===== config.mk =====
export PLATFORM = sky130hd
export DESIGN_NAME = video_sync_decoder
export DESIGN_NICKNAME = d
export VERILOG_FILES = /design/src/rtl/video_sync_decoder.sv
export SDC_FILE = /design/constraint.sdc
export NUM_CORES = 1
export LEC_CHECK = 0
export CAP_MARGIN = 5
export CELL_PAD_IN_SITES_DETAIL_PLACEMENT = 1
export CELL_PAD_IN_SITES_GLOBAL_PLACEMENT = 1
export CORE_ASPECT_RATIO = 1.2
export CORE_UTILIZATION = 45
export CTS_BUF_LIST = sky130_fd_sc_hd__clkbuf_2 sky130_fd_sc_hd__clkbuf_4 sky130_fd_sc_hd__clkbuf_8
export DETAILED_ROUTE_END_ITERATION = 12
export PLACE_DENSITY = 0.9
export SLEW_MARGIN = 30
export SYNTH_ARGS = -nofsm -noshare
export SYNTH_HDL_FRONTEND = slang
export SYNTH_SLANG_ARGS = --single-unit

===== constraint.sdc =====
create_clock -name clk -period 3.25 [get_ports clk]
set_clock_uncertainty 0.05 [all_clocks]
set_input_delay 0.325 -clock clk [delete_from_list [all_inputs] [get_ports clk]]
set_output_delay 0.325 -clock clk [all_outputs]
set_load 0.01 [all_outputs]

===== src/rtl/video_sync_decoder.sv =====
// Recovers pixel position and colour from a hsync/vsync/RGB stream, tracks line timing
// and reports lock, visible-area pixels, frame starts and lock losses with a fixed 2-cycle latency.
module video_sync_decoder #(
  parameter int H_VISIBLE  = 640,
  parameter int H_FRONT    = 16,
  parameter int H_SYNC     = 96,
  parameter int H_BACK     = 48,
  parameter int V_VISIBLE  = 480,
  parameter int V_FRONT    = 10,
  parameter int V_SYNC     = 2,
  parameter int V_BACK     = 33,
  parameter int LOCK_LINES = 4
) (
  input  logic        clk,
  input  logic        rst_n,
  input  logic        hsync,
  input  logic        vsync,
  input  logic [3:0]  r_in,
  input  logic [3:0]  g_in,
  input  logic [3:0]  b_in,
  output logic        locked,
  output logic        visible,
  output logic [9:0]  position_x,
  output logic [8:0]  position_y,
  output logic [3:0]  r,
  output logic [3:0]  g,
  output logic [3:0]  b,
  output logic        frame_start,
  output logic [15:0] frame,
  output logic [7:0]  err_count
);

  localparam int WHOLE_LINE  = H_VISIBLE + H_FRONT + H_SYNC + H_BACK;
  localparam int WHOLE_FRAME = V_VISIBLE + V_FRONT + V_SYNC + V_BACK;

  localparam logic [9:0] X_HS     = 10'(H_VISIBLE + H_FRONT);
  localparam logic [9:0] X_LAST   = 10'(WHOLE_LINE - 1);
  localparam logic [9:0] X_VIS    = 10'(H_VISIBLE);
  localparam logic [9:0] Y_VS     = 10'(V_VISIBLE + V_FRONT);
  localparam logic [9:0] Y_LAST   = 10'(WHOLE_FRAME - 1);
  localparam logic [9:0] Y_VIS    = 10'(V_VISIBLE);
  localparam logic [9:0] PER_GOOD = 10'(WHOLE_LINE - 1);
  localparam logic [9:0] PER_TMO  = 10'(WHOLE_LINE);
  localparam logic [7:0] LOCK_MIN = 8'(LOCK_LINES);

  typedef enum logic [1:0] {UNLOCKED, TRACKING, LOCKED} state_t;

  function automatic logic [7:0] sat_inc8(input logic [7:0] v);
    sat_inc8 = (v == 8'hFF) ? v : v + 8'd1;
  endfunction

  function automatic logic [9:0] sat_inc10(input logic [9:0] v);
    sat_inc10 = (v == 10'h3FF) ? v : v + 10'd1;
  endfunction

  logic       hs_p0, vs_p0, hs_dly, vs_dly, vld_p0, vld_dly;
  logic [3:0] r_p0, g_p0, b_p0;

  state_t     state;
  logic [9:0] x_p1, y_p1, per_p1;
  logic [7:0] good_p1, err_p1;
  logic [3:0] r_p1, g_p1, b_p1;

  logic       hs_fall, vs_fall, x_wrap, line_good, loss;
  logic [9:0] x_nxt, y_nxt;
  logic       lk_p1, vis_p1, fs_p1;

  // Stage p0: pin registers plus one delayed copy of the syncs for edge detection
  always_ff @(posedge clk or negedge rst_n) begin
    if (!rst_n) begin
      hs_p0   <= 1'b1;
      vs_p0   <= 1'b1;
      hs_dly  <= 1'b1;
      vs_dly  <= 1'b1;
      vld_p0  <= 1'b0;
      vld_dly <= 1'b0;
      r_p0    <= '0;
      g_p0    <= '0;
      b_p0    <= '0;
    end else begin
      hs_p0   <= hsync;
      vs_p0   <= vsync;
      hs_dly  <= hs_p0;
      vs_dly  <= vs_p0;
      vld_p0  <= 1'b1;
      vld_dly <= vld_p0;
      r_p0    <= r_in;
      g_p0    <= g_in;
      b_p0    <= b_in;
    end
  end

  // History is only trusted once it holds a real sample, so a sync held low through reset is no edge
  always_comb begin
    hs_fall   = vld_dly & hs_dly & ~hs_p0;
    vs_fall   = vld_dly & vs_dly & ~vs_p0;
    x_wrap    = (x_p1 == X_LAST);
    x_nxt     = x_wrap ? 10'd0 : x_p1 + 10'd1;
    y_nxt     = y_p1;
    if (x_wrap)
      y_nxt = (y_p1 == Y_LAST) ? 10'd0 : y_p1 + 10'd1;
    line_good = (per_p1 == PER_GOOD);
    loss      = (state == LOCKED) &&
                ((hs_fall && !line_good) ||
                 (!hs_fall && (per_p1 == PER_TMO)) ||
                 (vs_fall && !((x_nxt == 10'd0) && (y_nxt == Y_VS))));
  end

  // Stage p1: position tracking, line period measurement and lock state
  always_ff @(posedge clk or negedge rst_n) begin
    if (!rst_n) begin
      state   <= UNLOCKED;
      x_p1    <= '0;
      y_p1    <= '0;
      per_p1  <= '0;
      good_p1 <= '0;
      err_p1  <= '0;
      r_p1    <= '0;
      g_p1    <= '0;
      b_p1    <= '0;
    end else begin
      r_p1   <= r_p0;
      g_p1   <= g_p0;
      b_p1   <= b_p0;
      per_p1 <= hs_fall ? 10'd0 : sat_inc10(per_p1);
      if (vs_fall) begin
        x_p1 <= 10'd0;
        y_p1 <= Y_VS;
      end else begin
        x_p1 <= hs_fall ? X_HS : x_nxt;
        y_p1 <= y_nxt;
      end
      case (state)
        UNLOCKED: begin
          if (hs_fall) begin
            state   <= TRACKING;
            good_p1 <= '0;
          end
        end
        TRACKING: begin
          if (hs_fall)
            good_p1 <= line_good ? sat_inc8(good_p1) : 8'd0;
          if (vs_fall && (good_p1 >= LOCK_MIN))
            state <= LOCKED;
        end
        LOCKED: begin
          if (loss) begin
            state  <= UNLOCKED;
            err_p1 <= sat_inc8(err_p1);
          end
        end
        default: state <= UNLOCKED;
      endcase
    end
  end

  always_comb begin
    lk_p1  = (state == LOCKED);
    vis_p1 = lk_p1 && (x_p1 < X_VIS) && (y_p1 < Y_VIS);
    fs_p1  = lk_p1 && (x_p1 == 10'd0) && (y_p1 == 10'd0);
  end

  // Stage p2: registered outputs, blanked whenever timing is not locked
  always_ff @(posedge clk or negedge rst_n) begin
    if (!rst_n) begin
      locked      <= 1'b0;
      visible     <= 1'b0;
      position_x  <= '0;
      position_y  <= '0;
      r           <= '0;
      g           <= '0;
      b           <= '0;
      frame_start <= 1'b0;
      frame       <= '0;
      err_count   <= '0;
    end else begin
      locked      <= lk_p1;
      visible     <= vis_p1;
      position_x  <= lk_p1 ? x_p1 : 10'd0;
      position_y  <= lk_p1 ? y_p1[8:0] : 9'd0;
      r           <= vis_p1 ? r_p1 : 4'd0;
      g           <= vis_p1 ? g_p1 : 4'd0;
      b           <= vis_p1 ? b_p1 : 4'd0;
      frame_start <= fs_p1;
      if (fs_p1)
        frame <= frame + 16'd1;
      err_count   <= err_p1;
    end
  end

endmodule


==> out/results.ini, run 1 <==
[min_path]
hp-start = hsync
worstHoldPathCells = 1
hold_class = in2reg

[synth]
yosys.area_share.adder_pct = 2.189
yosysWarningCount = 0
syn_area_um2 = 5715
synth_edf_count = 0
synthCells = 514
synth.most_common_cell = dfrtp_1
synth_top_area_cell = dfrtp_1
avgSynthCellArea_um2 = 11.12
synth_xor_area_share_pct = 5.670
yosys.area_share.simple_pct = 21.63
ys_seq_area_share_pct = 59.63
synth_compound_area_share_pct = 7.356
ys_ff_latch = 136
async_reset_ff_share_pct = 100.0
synth.net_count = 540
synth_top_family_by_area = simple AND/OR/NAND/NOR gates
yosys-top-cells-count = dfrtp_1, nor2_1, nand2_1, and2_1, o21ai_0
synth_top_area_share_pct = 57.79
synthTopCellsByArea = dfrtp_1, and2_1, xnor2_1, nor2_1, nand2_1
ys.flop_type = dfrtp_1
synth_cell_type_count = 59
muxShareOfSynthArea_pct = 0.7443

[floorplanning]
die_width_um = 104.9
die-area_um2 = 13160
core.rowCount = 44
die_h_um = 125.5
io_pins = 74
coreArea_um2 = 12220
initial_core_util_pct = 46.76

[sta]
slew-limit-headroom_pct = 44.69
hold_viol = 0
drv_slew = 0
fin_crit_ns = 2.974
setup_tns_ns = 0
timing.hold.ws_ns = 0.2265
setup_viol = 0
setup_slack_ns = 0.2761
layout_worst_path_cycle_share_pct = 91.51
rsz0062_at_grt = no
worst_pin_slew_ns = 0.8296
fmax_ghz = 0.3363

[final_layout]
fin_nets = 621
stdcell_count = 769
diodes = 0
n_fill_cell = 1315
fin_util_pct = 57.80
final_layout_size_suffix_gt1_share_pct = 10.36
area_delta_synth_final_pct = 23.60
design_area_um2 = 7064

[routing]
wl_met1_um = 5430
top_layer_used = met4
drtPass1Iterations = 4
drt-total-wl_um = 13910
routed_via_density = 5.450
wl_met3_um = 528
drtAntennaViolNets = 0
routedWlPerCell_um = 18.09
drtIter0Drc = 239
drc = 0
wl_met2_um = 7603
vias = 4191

[grt]
grt_pass1_vias = 4657
grt_usage_pct = 23.39
grt_max_degree = 66
grt_pass1_wl_um = 23780
gr-total-overflow = 0
antenna_found_initial = 0

[placement]
placed_cells = 736
place_congestion = 0.8902
dp_hpwl_um = 9932
io_buffers = 73
dpl_worst_slack_ns = 0.3510
place_area_um2 = 6621

[status]
outcome = finished, final reports clean

[critical_path]
worstRegToRegCells = 9
startpoint = y_p1[0]
rr_startpoint = y_p1[0]
worstPathRequired_ns = 3.53
worstSetupPathType = reg2reg
critPathLaunchType = flop
cp-end-kind = flop
path_max_fanout = 8
cp.arrival_ns = 3.25

[clock_tree]
ctsResizeCount = 0
cts_num_sinks = 136
cts_tree = yes
cts_made_buffers = 17
h-tree-depth = 4
clock_latency_ns = 0.45
cts_root_buf = clkbuf_8
cts.clk_slew.worst_paths_ns = 0.08
cts_buffer_depth = 2

[power_and_ir_drop]
power_mw = 3.614
cellPowerDensity_nw_per_um2 = 511.5
leakage_nw = 3.131
peakVddDrop_uv = 263.7

[run]
max-cap-violations = 0

per-layer routing:
| layer | track usage [%] | vias up |
|---|---|---|
| li1 | - | 1914 |
| met1 | 27.21 | 2124 |
| met2 | 41.84 | 121 |
| met3 | 4.067 | 32 |
| met4 | 10.85 | 0 |
| met5 | 0 | - |
state kept, by name (all words and copies together) (netlist names), 8 cells and up:
name	cells
good_p1	8
position_y	9
position_x	10
x_p1	10
err_p1	8
per_p1	10
frame	16
y_p1	10
err_count	8
path summary, 6_finish.rpt:
path	to	slack, ns
setup / recovery	err_p1[1]	0.28
hold / removal	hs_p0	0.23
setup reg to reg	err_p1[1]	0.28
hold reg to reg	b_p1[2]	0.30
max in group asynchronous	err_p1[1]	1.76
min in group asynchronous	position_x[9]	0.49
critical path, stage by stage (launching register included):
cell and delay, ns:
dfrtp_1 0.49, ha_1 0.27, nand3_1 0.21, or3_1 0.47
xnor2_1 0.17, a22oi_1 0.10, a211oi_1 0.44, nand4b_4 0.22
nand2_2 0.12, mux2_1 0.31
area by class of cell:
type                            instances  area [µm²]  share of cell area [%]
Clock buffer                           18       247.7                   3.507
Clock inverter                         14       185.2                   2.621
Inverter                               15       56.30                  0.7970
Multi-Input combinational cell        341        2152                   30.46
Sequential cell                       136        3408                   48.25
Tap cell                              161       201.4                   2.852
Timing Repair Buffer                   84       813.3                   11.51
kinds of logic (layout without fill, tap and decap cells):
family / count (synthesis) / in the layout
flip-flops: 136 / 136
other: 1 / 1
XOR/XNOR: 37 / 37
AND/OR/NAND/NOR: 224 / 224
adder cells (fa/ha/maj): 10 / 10
multiplexers: 4 / 4
buffers and inverters: 37 / 131
AO/OA/AOI/OAI: 65 / 65
what timing repair did:
| action | in CTS | in global routing |
|---|---|---|
| buffers inserted | 0 | 0 |
| hold endpoints to repair | 57 | 0 |
| hold buffers | 1 | 0 |
report_power, final:
part	total, mW	internal [mW]	switching (mW)	leakage [nW]
sequential	1.86	1.76	0.0932	1.77
combinational	0.269	0.116	0.154	1.15
clock	1.49	0.796	0.691	0.209
layout by cell type, fill, tap and decap left out, types with 4 or more instances in the layout:
master           Yosys  layout
a21oi_1             16      16
and2_1              34      34
and3_1              17      17
buf_4                2      11
clkbuf_8             0      18
clkdlybuf4s50_1      0      72
dfrtp_1            132     132
dfstp_2              4       4
ha_1                10      10
inv_1               15      15
inv_6                0       4
nand2_1             37      37
nand2b_1             5       5
nand3_1             22      22
nand4_1             15      15
nor2_1              51      51
nor3_1              10      10
nor4_1               5       5
o21ai_0             24      24
or3_1                5       5
xnor2_1             22      22
xor2_1              15      15
Power figures use the tool's default switching activity.
==> inputs of run 2 (changes only) <==
--- a/config.mk
+++ b/config.mk
@@ -5,6 +5,7 @@
 export SDC_FILE = /design/constraint.sdc
 export NUM_CORES = 1
 export LEC_CHECK = 0
+export ABC_CLOCK_PERIOD_IN_PS = 3020
 export CAP_MARGIN = 5
 export CELL_PAD_IN_SITES_DETAIL_PLACEMENT = 1
 export CELL_PAD_IN_SITES_GLOBAL_PLACEMENT = 1
==> constraint.sdc (replaced) <==
create_clock -name clk -period 3.02 [get_ports clk]
set_clock_uncertainty 0.05 [all_clocks]
set_input_delay 0.302 -clock clk [delete_from_list [all_inputs] [get_ports clk]]
set_output_delay 0.302 -clock clk [all_outputs]
set_load 0.01 [all_outputs]
==> run 2 against run 1 <==
Against the previous run:
- setup slack worse by 0.083 ns
- first-iteration DRC count is 38% lower
- critical path type unchanged
- maximum frequency is 5.2% higher
- utilization is 0.50 points higher
- highest routed layer unchanged
==> out/results.ini, run 2 (synthesized netlist as in run 1, its figures left out) <==
[placement]
dp_hpwl_um = 9710  ; -2.2%
io_buffers = 73  ; unchanged
place_congestion = 0.8862  ; -0.45%

[grt]
antenna_found_initial = 0  ; unchanged
grt_pass1_vias = 4536  ; -2.6%
grt_max_degree = 91  ; +38%
gr-total-overflow = 0  ; unchanged
grt_pass1_wl_um = 23110  ; -2.8%
grt_usage_pct = 22.80  ; -0.59 points

[min_path]
worstHoldPathCells = 1  ; unchanged
hold_class = in2reg

[critical_path]
worstPathCellList = ha_1 > nand3_2 > or3_1 > xnor2_1 > a22oi_1 > a211oi_1 > buf_4 > nand4b_4 > nand2_2 > mux2_1
crit_buf_inv = 1  ; +1
worstRegToRegCells = 10  ; +1
path_max_fanout = 7  ; -1
critPathMaxStageDelay_ns = 0.44  ; -0.05 ns
path_delay_family = simple AND/OR/NAND/NOR gates
cp-end-kind = flop
cp_slowest_cell = dfrtp_2
critPathLaunchType = flop
cp.arrival_ns = 3.11  ; -0.14 ns
crit_cells = 10  ; +1
worstSetupPathType = reg2reg
worstPathRequired_ns = 3.30  ; -0.23 ns

[clock_tree]
cts.clk_slew.worst_paths_ns = 0.09  ; about the same
cts_root_buf = clkbuf_8
cts_buffer_depth = 2  ; unchanged
h-tree-depth = 4  ; unchanged
cts_tree = yes
cts_num_sinks = 136  ; unchanged
clock_latency_ns = 0.44  ; about the same
cts_made_buffers = 17  ; unchanged

[routing]
drtPass1Iterations = 4  ; unchanged
routedWlPerCell_um = 17.69  ; -2.2%
vias = 4156  ; -0.84%
drtIter0Drc = 149  ; -38%
routed_via_density = 5.356  ; -1.7%
drc = 0  ; unchanged
drtAntennaViolNets = 0  ; unchanged
drt-total-wl_um = 13730  ; -1.3%

[sta]
setup_viol = 0  ; unchanged
setup_tns_ns = 0  ; unchanged
hold_viol = 0  ; unchanged
fmax_ghz = 0.3538  ; +5.2%
slew-limit-headroom_pct = 59.12  ; +14 points
fin_crit_ns = 2.827  ; -0.1473 ns
worst_pin_slew_ns = 0.6133  ; -0.2163 ns
layout_worst_path_cycle_share_pct = 93.60  ; +2.1 points
timing.hold.ws_ns = 0.2169  ; -0.009627 ns
rsz0062_at_grt = no
drv_slew = 0  ; unchanged

[final_layout]
final_common_cell = dfrtp_1
diodes = 0  ; unchanged
largest_register_ffs = 16  ; unchanged
fin_nets = 628  ; +1.1%
final_cell_mix = dfrtp_1, clkdlybuf4s50_1, nor2_1
regMostFlops = frame
fin_util_pct = 58.30  ; +0.50 points
area_delta_synth_final_pct = 24.67
final_layout_size_suffix_gt1_share_pct = 12.03  ; +1.7 points

[floorplanning]
core.rowCount = 44  ; unchanged
die-area_um2 = 13160  ; unchanged
coreArea_um2 = 12220  ; unchanged
die_width_um = 104.9  ; unchanged
initial_core_util_pct = 46.76  ; unchanged
die_h_um = 125.5  ; unchanged
io_pins = 74  ; unchanged

[power_and_ir_drop]
cellPowerDensity_nw_per_um2 = 542.7  ; +6.1%
power_mw = 3.867  ; +7.0%
peakVddDrop_uv = 280.4  ; +6.4%
leakage_nw = 3.154  ; +0.75%

[run]
max-cap-violations = 0  ; unchanged

[status]
outcome = finished, final reports clean

run 2: layout make-up:
type | instances | area, µm²
sequential | 136 | 3411
clock inverter | 15 | 186.4
clock buffer | 17 | 234.0
timing repair buffer | 91 | 878.3
tap | 161 | 201.4
multi-input combinational | 341 | 2158
fill | 1310 | 5096
inverter | 15 | 56.30
run 2: layer usage:
metal	wire, µm	global-route usage, %
met2	7466	40.75
met4	259	11.85
met5	0	0
met1	5573	25.65
met3	426	4.536
run 2: path summary, 6_finish.rpt:
| path | from | to | slack [ns] |
|---|---|---|---|
| worst max-delay path | y_p1[1] | err_p1[1] | 0.19 |
| worst min-delay path | hsync | hs_p0 | 0.22 |
| worst max register to register | y_p1[1] | err_p1[1] | 0.19 |
| worst min register to register | g_p0[0] | g_p1[0] | 0.30 |
| max in group asynchronous | rst_n | y_p1[0] | 1.68 |
| min in group asynchronous | rst_n | frame[4] | 0.36 |
run 2: per-stage QoR:
stage	worst slack (ns)	area, µm²	cells
detailed placement	0.1399	6671	741
CTS	0.1170	7102	774
global route	0.02736	7126	776
floorplan	0.4349	5715	514
global placement	0.2273	6671	741
finish	0.1934	7126	776
run 2: repair_timing:
item / 4_1_cts / 5_1_grt
setup endpoints to repair: 0 / 1
hold endpoints to repair: 42 / 0
buffers inserted: 0 / 2
hold buffers: 1 / 0
resized for setup: 0 / 4
run 2: report_power, final:
group	switching, mW	internal, mW
Sequential	0.0955	1.90
Clock	0.789	0.770
Combinational	0.177	0.139
run 2: worst reg2reg max path: stages, from the launching register on:
cell	delay, ns
dfrtp_2	0.44
ha_1	0.27
nand3_2	0.15
or3_1	0.44
xnor2_1	0.20
a22oi_1	0.12
a211oi_1	0.26
buf_4	0.19
nand4b_4	0.16
nand2_2	0.13
mux2_1	0.32
